$ cat src/rtl/uart_rx_drain.sv
// uart_rx_drain: drains received bytes from the UART core into a small
// show-ahead FIFO and presents them on a valid/ready stream.
//
// Ports:
//   CLK, RESET       clock, asynchronous active-high reset
//   RXRDY            UART byte-ready
//   DATA_OUT         UART receive byte, valid while RXRDY=1
//   PARITY_ERR       UART parity error for the byte on DATA_OUT
//   FRAMING_ERR      UART framing error for the byte on DATA_OUT
//   OVERFLOW         UART overflow indication
//   CSN, OEN         active-low UART select / read strobe (registered)
//   m_valid          stream head valid
//   m_ready          consumer accepts the head
//   m_data           head byte
//   m_perr, m_ferr   head byte error flags
//   clr_stat         clears drop_cnt and ovf_seen
//   drop_cnt         saturating count of discarded bytes
//   ovf_seen         sticky overflow flag
//
// Parameters:
//   DEPTH            FIFO entries, power of two 2..16
//   DROP_ERR         1 = discard bytes with parity/framing error

module uart_rx_drain #(
    parameter int DEPTH    = 4,
    parameter bit DROP_ERR = 1'b0
) (
    input  logic       CLK,
    input  logic       RESET,
    input  logic       RXRDY,
    input  logic [7:0] DATA_OUT,
    input  logic       PARITY_ERR,
    input  logic       FRAMING_ERR,
    input  logic       OVERFLOW,
    output logic       CSN,
    output logic       OEN,
    output logic       m_valid,
    input  logic       m_ready,
    output logic [7:0] m_data,
    output logic       m_perr,
    output logic       m_ferr,
    input  logic       clr_stat,
    output logic [7:0] drop_cnt,
    output logic       ovf_seen
);

    localparam int AW = $clog2(DEPTH);
    localparam logic [AW:0]   FULL    = (AW+1)'(DEPTH);
    localparam logic [AW:0]   CNT_ONE = (AW+1)'(1);
    localparam logic [AW-1:0] PTR_ONE = AW'(1);

    typedef enum logic [1:0] {
        IDLE,
        READ,
        GUARD
    } state_t;

    state_t      state;
    logic [1:0]  gcnt;

    logic [AW:0]   count;
    logic [AW-1:0] wr_ptr;
    logic [AW-1:0] rd_ptr;
    logic [AW-1:0] rd_nxt;
    logic [9:0]    mem [DEPTH];
    logic [9:0]    head;
    logic [9:0]    wdata;

    logic cap;
    logic err;
    logic drop;
    logic push;
    logic pop;

    // The byte is taken at the edge that ends READ; DATA_OUT and the error
    // flags are still driven by the UART at that edge.
    always_comb begin
        cap    = (state == READ);
        err    = PARITY_ERR | FRAMING_ERR;
        drop   = cap & DROP_ERR & err;
        push   = cap & ~drop;
        m_valid = (count != '0);
        pop    = m_valid & m_ready;
        wdata  = {FRAMING_ERR, PARITY_ERR, DATA_OUT};
        rd_nxt = rd_ptr + PTR_ONE;
    end

    // Read sequencer. GUARD spans the UART's RXRDY clear latency so the
    // stale RXRDY after a read never starts a second read of the same byte.
    always_ff @(posedge CLK or posedge RESET) begin
        if (RESET) begin
            state <= IDLE;
            gcnt  <= 2'd0;
            CSN   <= 1'b1;
            OEN   <= 1'b1;
        end else begin
            case (state)
                IDLE: begin
                    if (RXRDY && (count < FULL)) begin
                        state <= READ;
                        CSN   <= 1'b0;
                        OEN   <= 1'b0;
                    end
                end
                READ: begin
                    state <= GUARD;
                    gcnt  <= 2'd0;
                    CSN   <= 1'b1;
                    OEN   <= 1'b1;
                end
                GUARD: begin
                    if (gcnt == 2'd2) begin
                        state <= IDLE;
                        gcnt  <= 2'd0;
                    end else begin
                        gcnt <= gcnt + 2'd1;
                    end
                end
                default: begin
                    state <= IDLE;
                    gcnt  <= 2'd0;
                    CSN   <= 1'b1;
                    OEN   <= 1'b1;
                end
            endcase
        end
    end

    // Storage needs no reset: only slots between rd_ptr and wr_ptr are read.
    always_ff @(posedge CLK) begin
        if (push) begin
            mem[wr_ptr] <= wdata;
        end
    end

    // Pointers, count and a registered copy of the head entry. The head
    // register keeps the last head while empty instead of exposing an
    // unrelated storage slot.
    always_ff @(posedge CLK or posedge RESET) begin
        if (RESET) begin
            wr_ptr <= '0;
            rd_ptr <= '0;
            count  <= '0;
            head   <= '0;
        end else begin
            if (push) begin
                wr_ptr <= wr_ptr + PTR_ONE;
            end
            if (pop) begin
                rd_ptr <= rd_nxt;
            end
            case ({push, pop})
                2'b10:   count <= count + CNT_ONE;
                2'b01:   count <= count - CNT_ONE;
                default: count <= count;
            endcase
            if (push && ((count == '0) || (pop && (count == CNT_ONE)))) begin
                head <= wdata;
            end else if (pop && (count > CNT_ONE)) begin
                head <= mem[rd_nxt];
            end
        end
    end

    assign m_data = head[7:0];
    assign m_perr = head[8];
    assign m_ferr = head[9];

    // Status: overflow set beats clear; counter clear beats increment.
    always_ff @(posedge CLK or posedge RESET) begin
        if (RESET) begin
            ovf_seen <= 1'b0;
            drop_cnt <= 8'h00;
        end else begin
            if (OVERFLOW) begin
                ovf_seen <= 1'b1;
            end else if (clr_stat) begin
                ovf_seen <= 1'b0;
            end
            if (clr_stat) begin
                drop_cnt <= 8'h00;
            end else if (drop && (drop_cnt != 8'hFF)) begin
                drop_cnt <= drop_cnt + 8'd1;
            end
        end
    end

endmodule
$ cat config.mk
export PLATFORM = sky130hd
export DESIGN_NAME = uart_rx_drain
export DESIGN_NICKNAME = d
export VERILOG_FILES = /design/src/rtl/uart_rx_drain.sv
export SDC_FILE = /design/constraint.sdc
export NUM_CORES = 1
export LEC_CHECK = 0
export ABC_AREA = 1
export BUFFER_PORTS_ARGS = -buffer_cell sky130_fd_sc_hd__buf_2
export CORE_MARGIN = 1
export CORE_UTILIZATION = 50
export DETAILED_ROUTE_END_ITERATION = 8
export MAX_ROUTING_LAYER = met4
export PLACE_DENSITY = 0.73
export SETUP_SLACK_MARGIN = 0.02
export SLEW_MARGIN = 20
export SYNTH_ARGS = -nofsm -noshare
export SYNTH_HDL_FRONTEND = slang
export SYNTH_SLANG_ARGS = --single-unit
$ cat constraint.sdc
create_clock -name CLK -period 1.5 [get_ports CLK]
set_input_delay 0.075 -clock CLK [delete_from_list [all_inputs] [get_ports CLK]]
set_output_delay 0.075 -clock CLK [all_outputs]
set_load 0.1 [all_outputs]
==> results of run 1 <==
## cells in the mapped netlist, drive strengths merged
master / number
a21oi: 2
buf: 18
clkbuf: 1
conb: 1
dfrtp: 22
dfstp: 1
edfxtp: 40
ha: 9
inv: 23
nand2: 112
nand3: 25
nand3b: 10
nor2: 13
o21ai: 6
o21bai: 1
xnor2: 2
xor2: 3
## metal layers
| layer | vias to the layer above | global-route usage | routed length [um] | share of wire |
|---|---|---|---|---|
| met3 | 10 | 0.03721 | 260 | 0.041 |
| met5 | - | - | 0 | 0 |
| met4 | 0 | 0.1278 | 95 | 0.015 |
| met1 | 1008 | 0.2847 | 2885 | 0.46 |
| li1 | 1065 | - | - | - |
| met2 | 61 | 0.3895 | 3068 | 0.49 |
## worst max-delay path by stage
stage	start	endpoint	slack (ns)	cells after the start
after floorplan	state[1]$_DFFE_PP0P_	mem[0][0]$_DFFE_PP_	-0.13	4
after global placement	count[1]$_DFFE_PP0P_	count[2]$_DFFE_PP0P_	0.03	8
after detailed placement	count[1]$_DFFE_PP0P_	count[2]$_DFFE_PP0P_	-0.03	8
after CTS	count[0]$_DFFE_PP0P_	head[5]$_DFFE_PP0P_	0.01	10
after global routing	count[0]$_DFFE_PP0P_	count[2]$_DFFE_PP0P_	-0.09	9
final	count[0]$_DFFE_PP0P_	head[0]$_DFFE_PP0P_	-0.01	10
## registers in the layout, indices dropped and copies added, names as in the netlist
| register | count |
|---|---|
| state | 2 |
| OEN | 1 |
| wr_ptr | 2 |
| mem | 40 |
| gcnt | 2 |
| count | 3 |
| ovf_seen | 1 |
| rd_ptr | 2 |
| head | 10 |
## layout make-up
| cell class | instances | area [um2] | share of cell area |
|---|---|---|---|
| inverters | 23 | 88.84 | 0.02398 |
| clock buffers | 11 | 141.4 | 0.03816 |
| multi-input cells | 191 | 1020 | 0.2752 |
| flip-flops and latches | 63 | 1778 | 0.4799 |
| clock inverters | 5 | 23.77 | 0.006417 |
| well taps | 72 | 90.09 | 0.02432 |
| repair buffers | 76 | 563.0 | 0.1520 |
## cells by family after synthesis
logic type	after synthesis	synth area share
flops	63	0.6112
fa+ha+maj	9	0.03871
other cells	1	0.001289
compound gates	9	0.02022
buf+inv	42	0.07741
simple gates	160	0.2361
xor+xnor	5	0.01506
## what timing repair did
item	in CTS	in global routing
hold buffers	14	0
endpoints found under the setup margin	11	12
pin swaps	0	11
gates resized for setup	6	17
hold endpoints to repair	64	0
setup buffers	1	4
gates cloned	0	1
## worst max-delay path: stages, from the launching register on
cell     delay (ns)
dfrtp_1        0.40
inv_2          0.07
ha_4           0.17
buf_4          0.15
nand2_8        0.07
nand2_2        0.08
nand2_4        0.11
nand2_4        0.08
buf_4          0.16
nand3_1        0.08
nand2_1        0.05
## where the power goes
| group | total, mW | switching, mW | internal (mW) |
|---|---|---|---|
| registers | 2.49 | 0.226 | 2.27 |
| logic | 4.53 | 3.11 | 1.43 |
| clock network | 1.26 | 0.634 | 0.625 |
| total | 8.28 | 3.97 | 4.32 |
## per-stage QoR
stage	setup TNS [ns]	cells	worst slack, ns	utilization	power, mW
floorplan	-5.423	296	-0.1334	-	5.638
global placement	0	406	0.03249	0.5930	6.597
detailed placement	-0.03284	406	-0.03284	0.5930	6.690
CTS	0	437	0.01041	0.6522	8.036
global route	-0.6849	441	-0.09314	0.6687	8.810
finish	-0.03240	441	-0.01082	0.6687	8.283
==> impl_results.md, run 1 <==
* Outcome: finished, violations left
* Failing checks: setup timing
* IO buf count at 29
* Mapped cell area at 2909 um2
* Final GP Congestion at 0.7862
* Setup violators final at 6
* Number of core rows at 27
* Critical Path Fanout Max at 5
* RSZ-0062 raised after global routing: true
* Critical Path AT at 1.75 ns
* Detail Route Antenna Nets at 0
* Leakage at 1.736 nW
* Synthesis-to-finish area growth at 27.35%
* CTS tree: done
* HP Class: input pin to flip-flop
* Design Area, Final at 3705 um2
* DR vias/cell at 4.862
* Fin crit period at 1.511 ns
* Congestion Overflow GR at 0
* Setup CP Type: flip-flop to flip-flop
* Die W at 78.28 um
* Startpoint types: flip-flop
* Final WS setup at -0.01082 ns
* Final hold slack at 0.2810 ns
* WL/cell at 14.31 um
* CTS clk-pin slew, worst paths at 0.07 ns
* Synth warn at 0
* Root buf cell: clkbuf_8
* Vias in the first global route at 2158
* Clk_skew at 0.007636 ns
* Critical R2R Capture: head[0]$_DFFE_PP0P_
* Final period util at 1.007
* Flop-to-flop setup slack at -0.01 ns
* Avg Cell Area, Syn at 10.07 um2
* Global-route wire length before repair at 10240 um
* Min-Delay Endpoint: rd_ptr[1]$_DFFE_PP0P_
* Top Ports at 38
* Synth Instances at 289
* Initial antenna violation count at 0
* First drt pass iteration count at 4
* Hold Startpoint: m_ready
* Register area share after synthesis at 0.6112
* Net count, final at 389
* DIE HEIGHT at 78.28 um
* Final WL at 6310 um
* Peak Freq at 0.6619 GHz
* Unique masters post-synth at 24
* Fill cell count at 423
* Biggest area consumer among synthesized cells: edfxtp_1
* Commonest non-fill, non-tap cell in the layout: nand2_1
* Die area at 6127 um2
* Post-DP HPWL at 3935 um
* R2R depth at 10
* Via count at 2144
* Final Hold Vio Count at 0
* DRC at 0
* Largest net degree at the start of global routing at 24
* Hold Path Depth at 5
* Layout cells sized above 1 at 0.2629
* Cts bufs inserted at 9
* # diodes at 0
* DRT iter0 DRCs at 107
* Commonest cells after routing, fill and taps aside: 108 x nand2_1, 40 x edfxtp_1, 29 x buf_4
* Placed cell area at 3286 um2
* Power per standard cell area at 2236 nW/um2
* Setup crit end kind: flip-flop
* H-Tree Depth at 3
* CP required at 1.74 ns
* Max-cap violations at 0
* Crit Reg-Reg Startpoint: count[0]$_DFFE_PP0P_
* Starting density of the core at 0.5251
* Core area at 5540 um2
* CTS max path bufs at 2
* Top post-synthesis cells by area: edfxtp_1 41%, dfrtp_1 19%, nand2_1 14%, nand3_1 4.1%, ha_1 3.9%
* Yosys top cell area share at 0.4129
* Total Routing Usage GR at 0.2382
* Skew-Pair Late Insertion Delay at 0.34 ns
* Num Clock Sinks at 63
* Slew Viols, Final at 0
* Max IR drop VDD at 1255 uV
* Seq cells post-synth at 63
Power figures use the tool's default switching activity.
==> run 2: changes to the inputs <==
--- a/config.mk
+++ b/config.mk
@@ -9,8 +9,8 @@
 export BUFFER_PORTS_ARGS = -buffer_cell sky130_fd_sc_hd__buf_2
 export CORE_MARGIN = 1
-export CORE_UTILIZATION = 50
+export CORE_UTILIZATION = 35
 export DETAILED_ROUTE_END_ITERATION = 8
 export MAX_ROUTING_LAYER = met4
-export PLACE_DENSITY = 0.73
+export RECOVER_POWER = 50
 export SETUP_SLACK_MARGIN = 0.02
 export SLEW_MARGIN = 20
==> constraint.sdc (replaced) <==
create_clock -name CLK -period 1.5 [get_ports CLK]
set_input_delay 0.3 -clock CLK [delete_from_list [all_inputs] [get_ports CLK]]
set_output_delay 0.3 -clock CLK [all_outputs]
set_load 0.1 [all_outputs]
==> impl_results.md, run 2 (synthesis results as in run 1) <==
* Outcome: finished, violations left
* Failing checks: setup timing
* Most flops, register: mem
* Total Routing Usage GR at 0.1513 (-0.08689)
* Num Clock Sinks at 63 (unchanged)
* First drt pass iteration count at 4 (unchanged)
* Critical Path AT at 1.27 ns (-0.48 ns)
* Max-cap violations at 0 (unchanged)
* Final period util at 1.046 (+0.03878)
* Setup violators final at 2 (-4)
* Die W at 93.17 um (+19%)
* Core area at 7888 um2 (+42%)
* Hold Startpoint: clr_stat
* Final WL at 5817 um (-7.8%)
* Global-route wire length before repair at 9459 um (-7.6%)
* Startpoint types: flip-flop
* HP Class: input pin to flip-flop
* Fill cell count at 717 (+70%)
* Hold Path Depth at 2 (-3)
* Setup CP Type: flip-flop to output port
* Final GP Congestion at 0.7964 (+1.3%)
* CTS max path bufs at 2 (unchanged)
* Final Hold Vio Count at 0 (unchanged)
* CTS clk-pin slew, worst paths at 0.06 ns (about the same)
* Via count at 2060 (-3.9%)
* Layout Cells excl Fill at 459 (+4.1%)
* DRT iter0 DRCs at 73 (-32%)
* Post-DP HPWL at 4014 um (+2.0%)
* Layout cells sized above 1 at 0.2325 (-0.03038)
* H-Tree Depth at 3 (unchanged)
* Peak Freq at 0.6374 GHz (-3.7%)
* Initial antenna violation count at 0 (unchanged)
* R2R depth at 10 (unchanged)
* Cts bufs inserted at 9 (unchanged)
* CTS tree: done
* Congestion Overflow GR at 0 (unchanged)
* Commonest non-fill, non-tap cell in the layout: nand2_1
* Detail Route Antenna Nets at 0 (unchanged)
* Max FFs per register at 40 (unchanged)
* Switching share of power at 0.4603 (-0.01877)
* Total power at 8.407 mW (+1.5%)
* Root buf cell: clkbuf_8
* Power per standard cell area at 2308 nW/um2 (+3.2%)
* DIE HEIGHT at 93.17 um (+19%)
* DR vias/cell at 4.488 (-7.7%)
* WL/cell at 12.67 um (-11%)
* Largest net degree at the start of global routing at 24 (unchanged)
* Reg power frac at 0.297 (-0.004)
* Switching power at 3.870 mW (-2.5%)
* Max IR drop VDD at 631.0 uV (-50%)
* Number of core rows at 32 (+19%)
* Crit Reg-Reg Startpoint: count[1]$_DFFE_PP0P_
* Skew-Pair Late Insertion Delay at 0.33 ns (about the same)
* Fin crit period at 1.569 ns (+0.05817 ns)
* Vias in the first global route at 1998 (-7.4%)
* Flop-to-flop setup slack at -0.01 ns (about the same)
* RSZ-0062 raised after global routing: true
* Net count, final at 377 (-3.1%)
* Die area at 8680 um2 (+42%)
* Slew Viols, Final at 0 (unchanged)
* Hold buffer count at cts at 0 (-14)
* Cell Int Power at 4.537 mW (+5.1%)
* Top Ports at 38 (unchanged)
* Slew @ Worst Pin at 1.303 ns
* CP required at 1.20 ns (-0.54 ns)
* Biggest regs: mem: 40 flops, head: 10 flops, count: 3 flops
* Leakage at 1.675 nW (-3.5%)
* Final setup TNS at -0.07687 ns (-0.04447 ns)
* DRC at 0 (unchanged)
* Final WS setup at -0.06899 ns (-0.05817 ns)
* Synthesis-to-finish area growth at 25.20%
* Design Area, Final at 3642 um2 (-1.7%)
* Final hold slack at 0.1470 ns (-0.1340 ns)
* Crit path launch: count[1]$_DFFE_PP0P_
* Util after Layout at 0.4618 (-0.2069)
* Placed cell area at 3402 um2 (+3.5%)
* Setup crit end kind: output port
* IO buf count at 29 (unchanged)
* DP Worst Slack at -0.03430 ns (-0.001463 ns)
* Critical Path Fanout Max at 2 (-3)
* Clk pwr share at 0.163 (+0.011)
* Placed cell count at 437 (+7.6%)
* # diodes at 0 (unchanged)
* Slew Limit Headroom at 0.1311
* Starting density of the core at 0.3688 (-0.1563)
* Commonest cells after routing, fill and taps aside: 107 x nand2_1, 40 x edfxtp_1, 30 x buf_4
* Clk_skew at 0.009632 ns (+0.001997 ns)
* Combinational power share at 0.539 (-0.008)
## run 2: repair_timing
action	CTS	global route
setup endpoints to repair	12	18
buffers inserted	4	2
pin swaps	4	0
gates resized for setup	3	8
cloned	0	0
## run 2: power by group through the flow
stage | Clock [mW] | Sequential, mW | Combinational [mW]
2_1_floorplan | 0 | 3.53 | 2.12
3_3_place_gp | 0 | 2.53 | 4.32
3_5_place_dp | 0 | 2.54 | 4.38
4_1_cts | 1.40 | 2.51 | 4.49
5_1_grt | 1.50 | 2.54 | 4.93
6_report | 1.37 | 2.50 | 4.53
## run 2: final cells by class
class / instances / area (um2) / share of cell area
flip-flops and latches: 63 / 1782 / 0.4892
multi-input cells: 191 / 983.4 / 0.2700
repair buffers: 64 / 478.0 / 0.1312
clock buffers: 12 / 135.1 / 0.03710
well taps: 102 / 127.6 / 0.03504
inverters: 23 / 88.84 / 0.02439
clock inverters: 4 / 47.55 / 0.01305
## run 2: worst paths after layout
check	end
worst max-delay path	m_valid
worst min-delay path	ovf_seen$_DFFE_PP0P_
worst max register to register	head[9]$_DFFE_PP0P_
worst min register to register	head[1]$_DFFE_PP0P_
max in group asynchronous	head[2]$_DFFE_PP0P_
min in group asynchronous	state[0]$_DFFE_PP0P_
## run 2: critical path: stages (launching register included)
cell and delay (ns):
dfrtp_1 0.39, inv_2 0.08, ha_4 0.16, buf_12 0.11, nand2_8 0.04, buf_12 0.16
## run 2: metal layers
metal | vias up | track usage | part of all wire
met5 | - | - | 0
met4 | 0 | 0.07949 | 0.021
met3 | 11 | 0.03740 | 0.033
met2 | 46 | 0.2359 | 0.49
met1 | 960 | 0.1819 | 0.46
li1 | 1043 | - | -
==> run 3: changes to the inputs <==
- ABC_AREA: 1 -> not set
==> impl_results.md, run 3 <==
* Outcome: finished, violations left
* Failing checks: setup timing
* Commonest cells after routing, fill and taps aside: 40 x edfxtp_1, 21 x dfrtp_1, 18 x buf_4
* # diodes at 0 (unchanged)
* Num Clock Sinks at 63 (unchanged)
* Switching power at 3.470 mW (-10%)
* Fin crit period at 1.617 ns (+0.04837 ns)
* Clk pwr share at 0.182 (+0.019)
* Top delay family on crit path: flip-flops
* Slew Limit Headroom at 0.5871 (+0.4560)
* Cts bufs inserted at 9 (unchanged)
* Switching share of power at 0.4370 (-0.02330)
* Slew Viols, Final at 0 (unchanged)
* First drt pass iteration count at 4 (unchanged)
* Via count at 1620 (-21%)
* Power per standard cell area at 2243 nW/um2 (-2.8%)
* Biggest area consumer among synthesized cells: edfxtp_1
* IO buf count at 29 (unchanged)
* Root buf cell: clkbuf_8
* Cell count along the critical path at 5 (unchanged)
* Avg Cell Area, Syn at 14.61 um2 (+45%)
* Largest net degree at the start of global routing at 24 (unchanged)
* HP Class: input pin to flip-flop
* Total power at 7.941 mW (-5.5%)
* Total Routing Usage GR at 0.1451 (-0.006175)
* Synthesis-to-finish area growth at 29.58%
* CP required at 1.20 ns (about the same)
* DRC at 0 (unchanged)
* Clk_skew at 0.007941 ns (-0.001692 ns)
* R2R depth at 6 (-4)
* Setup CP Type: flip-flop to output port
* Critical R2R Capture: head[5]$_DFFE_PP0P_
* Most flops, register: mem
* Synth warn at 0 (unchanged)
* Final period util at 1.078 (+0.03225)
* WL/cell at 14.89 um (+18%)
* CTS tree: done
* Startpoint types: flip-flop
* Final GP Congestion at 0.7433 (-6.7%)
* Fill cell count at 648 (-9.6%)
* Setup violators final at 11 (+9)
* Yosys top cell area share at 0.4396 (+0.02666)
* Placed cell area at 3204 um2 (-5.8%)
* Unique masters post-synth at 31 (+29%)
* Flop-to-flop setup slack at -0.09 ns (-0.08 ns)
* Die area at 8165 um2 (-5.9%)
* Core area at 7408 um2 (-6.1%)
* Hold Path Depth at 2 (unchanged)
* Initial antenna violation count at 0 (unchanged)
* Seq cells post-synth at 63 (unchanged)
* Biggest regs: mem: 40 flops, head: 10 flops, count: 3 flops
* H-Tree Depth at 3 (unchanged)
* Peak Freq at 0.6183 GHz (-3.0%)
* Register area share after synthesis at 0.6506 (+0.03946)
* Async SR Flop Fraction at 0.3651 (unchanged)
* Post-synth EDFFs at 40 (unchanged)
* Die W at 90.36 um (-3.0%)
* Slowest cell on the critical path: dfrtp_1
* Top Ports at 38 (unchanged)
* Crit Reg-Reg Startpoint: count[0]$_DFFE_PP0P_
* Layout Cells excl Fill at 349 (-24%)
* Vias in the first global route at 1607 (-20%)
* Combinational power share at 0.493 (-0.046)
* Hold Startpoint: OVERFLOW
* Mapped cell area at 2733 um2 (-6.1%)
* Count leader, synth: edfxtp_1
* Slew @ Worst Pin at 0.6193 ns (-0.6841 ns)
* Congestion Overflow GR at 0 (unchanged)
* Critical Path, Cell by Cell: inv_2 > ha_4 > nand2b_4 > buf_6 > buf_12
* Final WS setup at -0.1174 ns (-0.04837 ns)
* RSZ-0062 raised after global routing: true
* Design Area, Final at 3541 um2 (-2.8%)
* Synth cell count leaders: 40 x edfxtp_1, 22 x dfrtp_1, 18 x inv_1, 14 x nand2_1, 12 x buf_4
* Critical Path AT at 1.32 ns (+0.05 ns)
* Starting density of the core at 0.3689 (about the same)
* DR vias/cell at 4.642 (+3.4%)
* Max incr delay on CP at 0.39 ns (about the same)
* Min-Delay Endpoint: ovf_seen$_DFFE_PP0P_
* Top post-synthesis cells by area: edfxtp_1 44%, dfrtp_1 20%, mux4_2 8.2%, ha_1 4.1%, buf_4 3.3%
* Placed cell count at 326 (-25%)
* Leakage at 1.382 nW (-17%)
* Final Hold Vio Count at 0 (unchanged)
* Max IR drop VDD at 1034 uV (+64%)
* Skew-Pair Late Insertion Delay at 0.34 ns (about the same)
* Commonest non-fill, non-tap cell in the layout: edfxtp_1
* DIE HEIGHT at 90.36 um (-3.0%)
* Post-DP HPWL at 3448 um (-14%)
* Max-cap violations at 0 (unchanged)
* CTS clk-pin slew, worst paths at 0.07 ns (about the same)
* Critical Path Fanout Max at 3 (+1)
* Layout cells sized above 1 at 0.3680 (+0.1355)
* CTS max path bufs at 2 (unchanged)
* Synth Instances at 187 (-35%)
* Synth Flop Type: edfxtp_1
* Reg power frac at 0.325 (+0.028)
* Net count, final at 270 (-28%)
* Global-route wire length before repair at 8445 um (-11%)
* Util after Layout at 0.4780 (+0.01619)
* DP Worst Slack at -0.2178 ns (-0.1835 ns)
* Setup crit end kind: output port
* Final WL at 5197 um (-11%)
* CP bufs+invs at 3 (unchanged)
* Cell Int Power at 4.471 mW (-1.5%)
* Max FFs per register at 40 (unchanged)
* DRT iter0 DRCs at 89 (+22%)
* Detail Route Antenna Nets at 0 (unchanged)
* Number of core rows at 31 (-3.1%)
run 3: cell count changes in the layout (fill, tap and decap cells not counted), sizes merged, moves of 8 or more:
| cell | previous run | this run |
|---|---|---|
| nor2 | 13 | 5 |
| nand2 | 112 | 14 |
| o311ai | 0 | 10 |
| mux4 | 0 | 10 |
| buf | 53 | 42 |
| nand3 | 25 | 10 |
| nand3b | 10 | 1 |
run 3: worst max path at each step:
| stage | startpoint | to | slack (ns) |
|---|---|---|---|
| 6_report | count[1]$_DFFE_PP0P_ | m_valid | -0.12 |
| 5_1_grt | count[1]$_DFFE_PP0P_ | m_valid | -0.17 |
| 4_1_cts | count[1]$_DFFE_PP0P_ | m_valid | -0.14 |
| 3_5_place_dp | count[0]$_DFFE_PP0P_ | head[3]$_DFFE_PP0P_ | -0.22 |
| 3_3_place_gp | count[0]$_DFFE_PP0P_ | head[1]$_DFFE_PP0P_ | -0.12 |
| 2_1_floorplan | count[0]$_DFFE_PP0P_ | count[2]$_DFFE_PP0P_ | -0.25 |
run 3: area by class of cell:
| cell class | count | area, um2 | area share |
|---|---|---|---|
| clock buffer | 9 | 123.9 | 0.03498 |
| clock inverter | 7 | 71.32 | 0.02014 |
| inverter | 19 | 76.32 | 0.02155 |
| multi-input combinational | 96 | 907.1 | 0.2562 |
| sequential | 63 | 1783 | 0.5035 |
| tap | 99 | 123.9 | 0.03498 |
| timing repair buffer | 56 | 455.4 | 0.1286 |
run 3: cells by family (layout without fill, tap and decap cells):
kind of cell             count (synthesis)  count (layout)  synth area share
AO/OA/AOI/OAI                           18              18           0.04853
XOR/XNOR                                 6               6           0.01923
adder cells (fa/ha/maj)                  9               9           0.04121
buffers and inverters                   36              91           0.07097
flip-flops                              63              63            0.6506
multiplexers                            11              11           0.08608
other                                    1               8          0.001372
AND/OR/NAND/NOR                         43              44           0.08197
run 3: per-stage QoR:
| step | hold WS (ns) | setup TNS, ns |
|---|---|---|
| after global placement | 0.3278 | -1.141 |
| after global routing | 0.1414 | -1.628 |
| final | 0.1419 | -0.7769 |
| after detailed placement | 0.3396 | -2.024 |
| after CTS | 0.1247 | -0.8190 |
| after floorplan | 0.3012 | -0.4421 |
run 3: metal layers:
| metal | vias up | part of all wire | GRT usage |
|---|---|---|---|
| met4 | 0 | 0.022 | 0.08871 |
| li1 | 772 | - | - |
| met3 | 9 | 0.034 | 0.02946 |
| met1 | 803 | 0.48 | 0.1935 |
| met5 | - | 0 | - |
| met2 | 36 | 0.46 | 0.2036 |
run 3: power by group through the flow:
stage                     Sequential (mW)  Clock (mW)  Combinational, mW
final                                2.58        1.44               3.91
after detailed placement             2.60           0               3.62
after global routing                 2.63        1.55               4.16
after floorplan                      3.58           0               1.68
after CTS                            2.59        1.49               3.93
after global placement               2.60           0               3.55
run 3: worst reg2reg max path: stages, from the launching register on:
cell	delay, ns
dfrtp_1	0.41
buf_4	0.15
ha_2	0.21
a21oi_4	0.23
nor3_4	0.07
buf_12	0.14
o311ai_1	0.28
run 3: repair_timing:
action / in CTS / in global routing
setup endpoints to repair: 14 / 17
cloned: 1 / 0
hold endpoints to repair: 22 / 0
resized for setup: 17 / 3
pin swaps: 3 / 0
hold buffers: 1 / 0
buffers inserted: 5 / 0
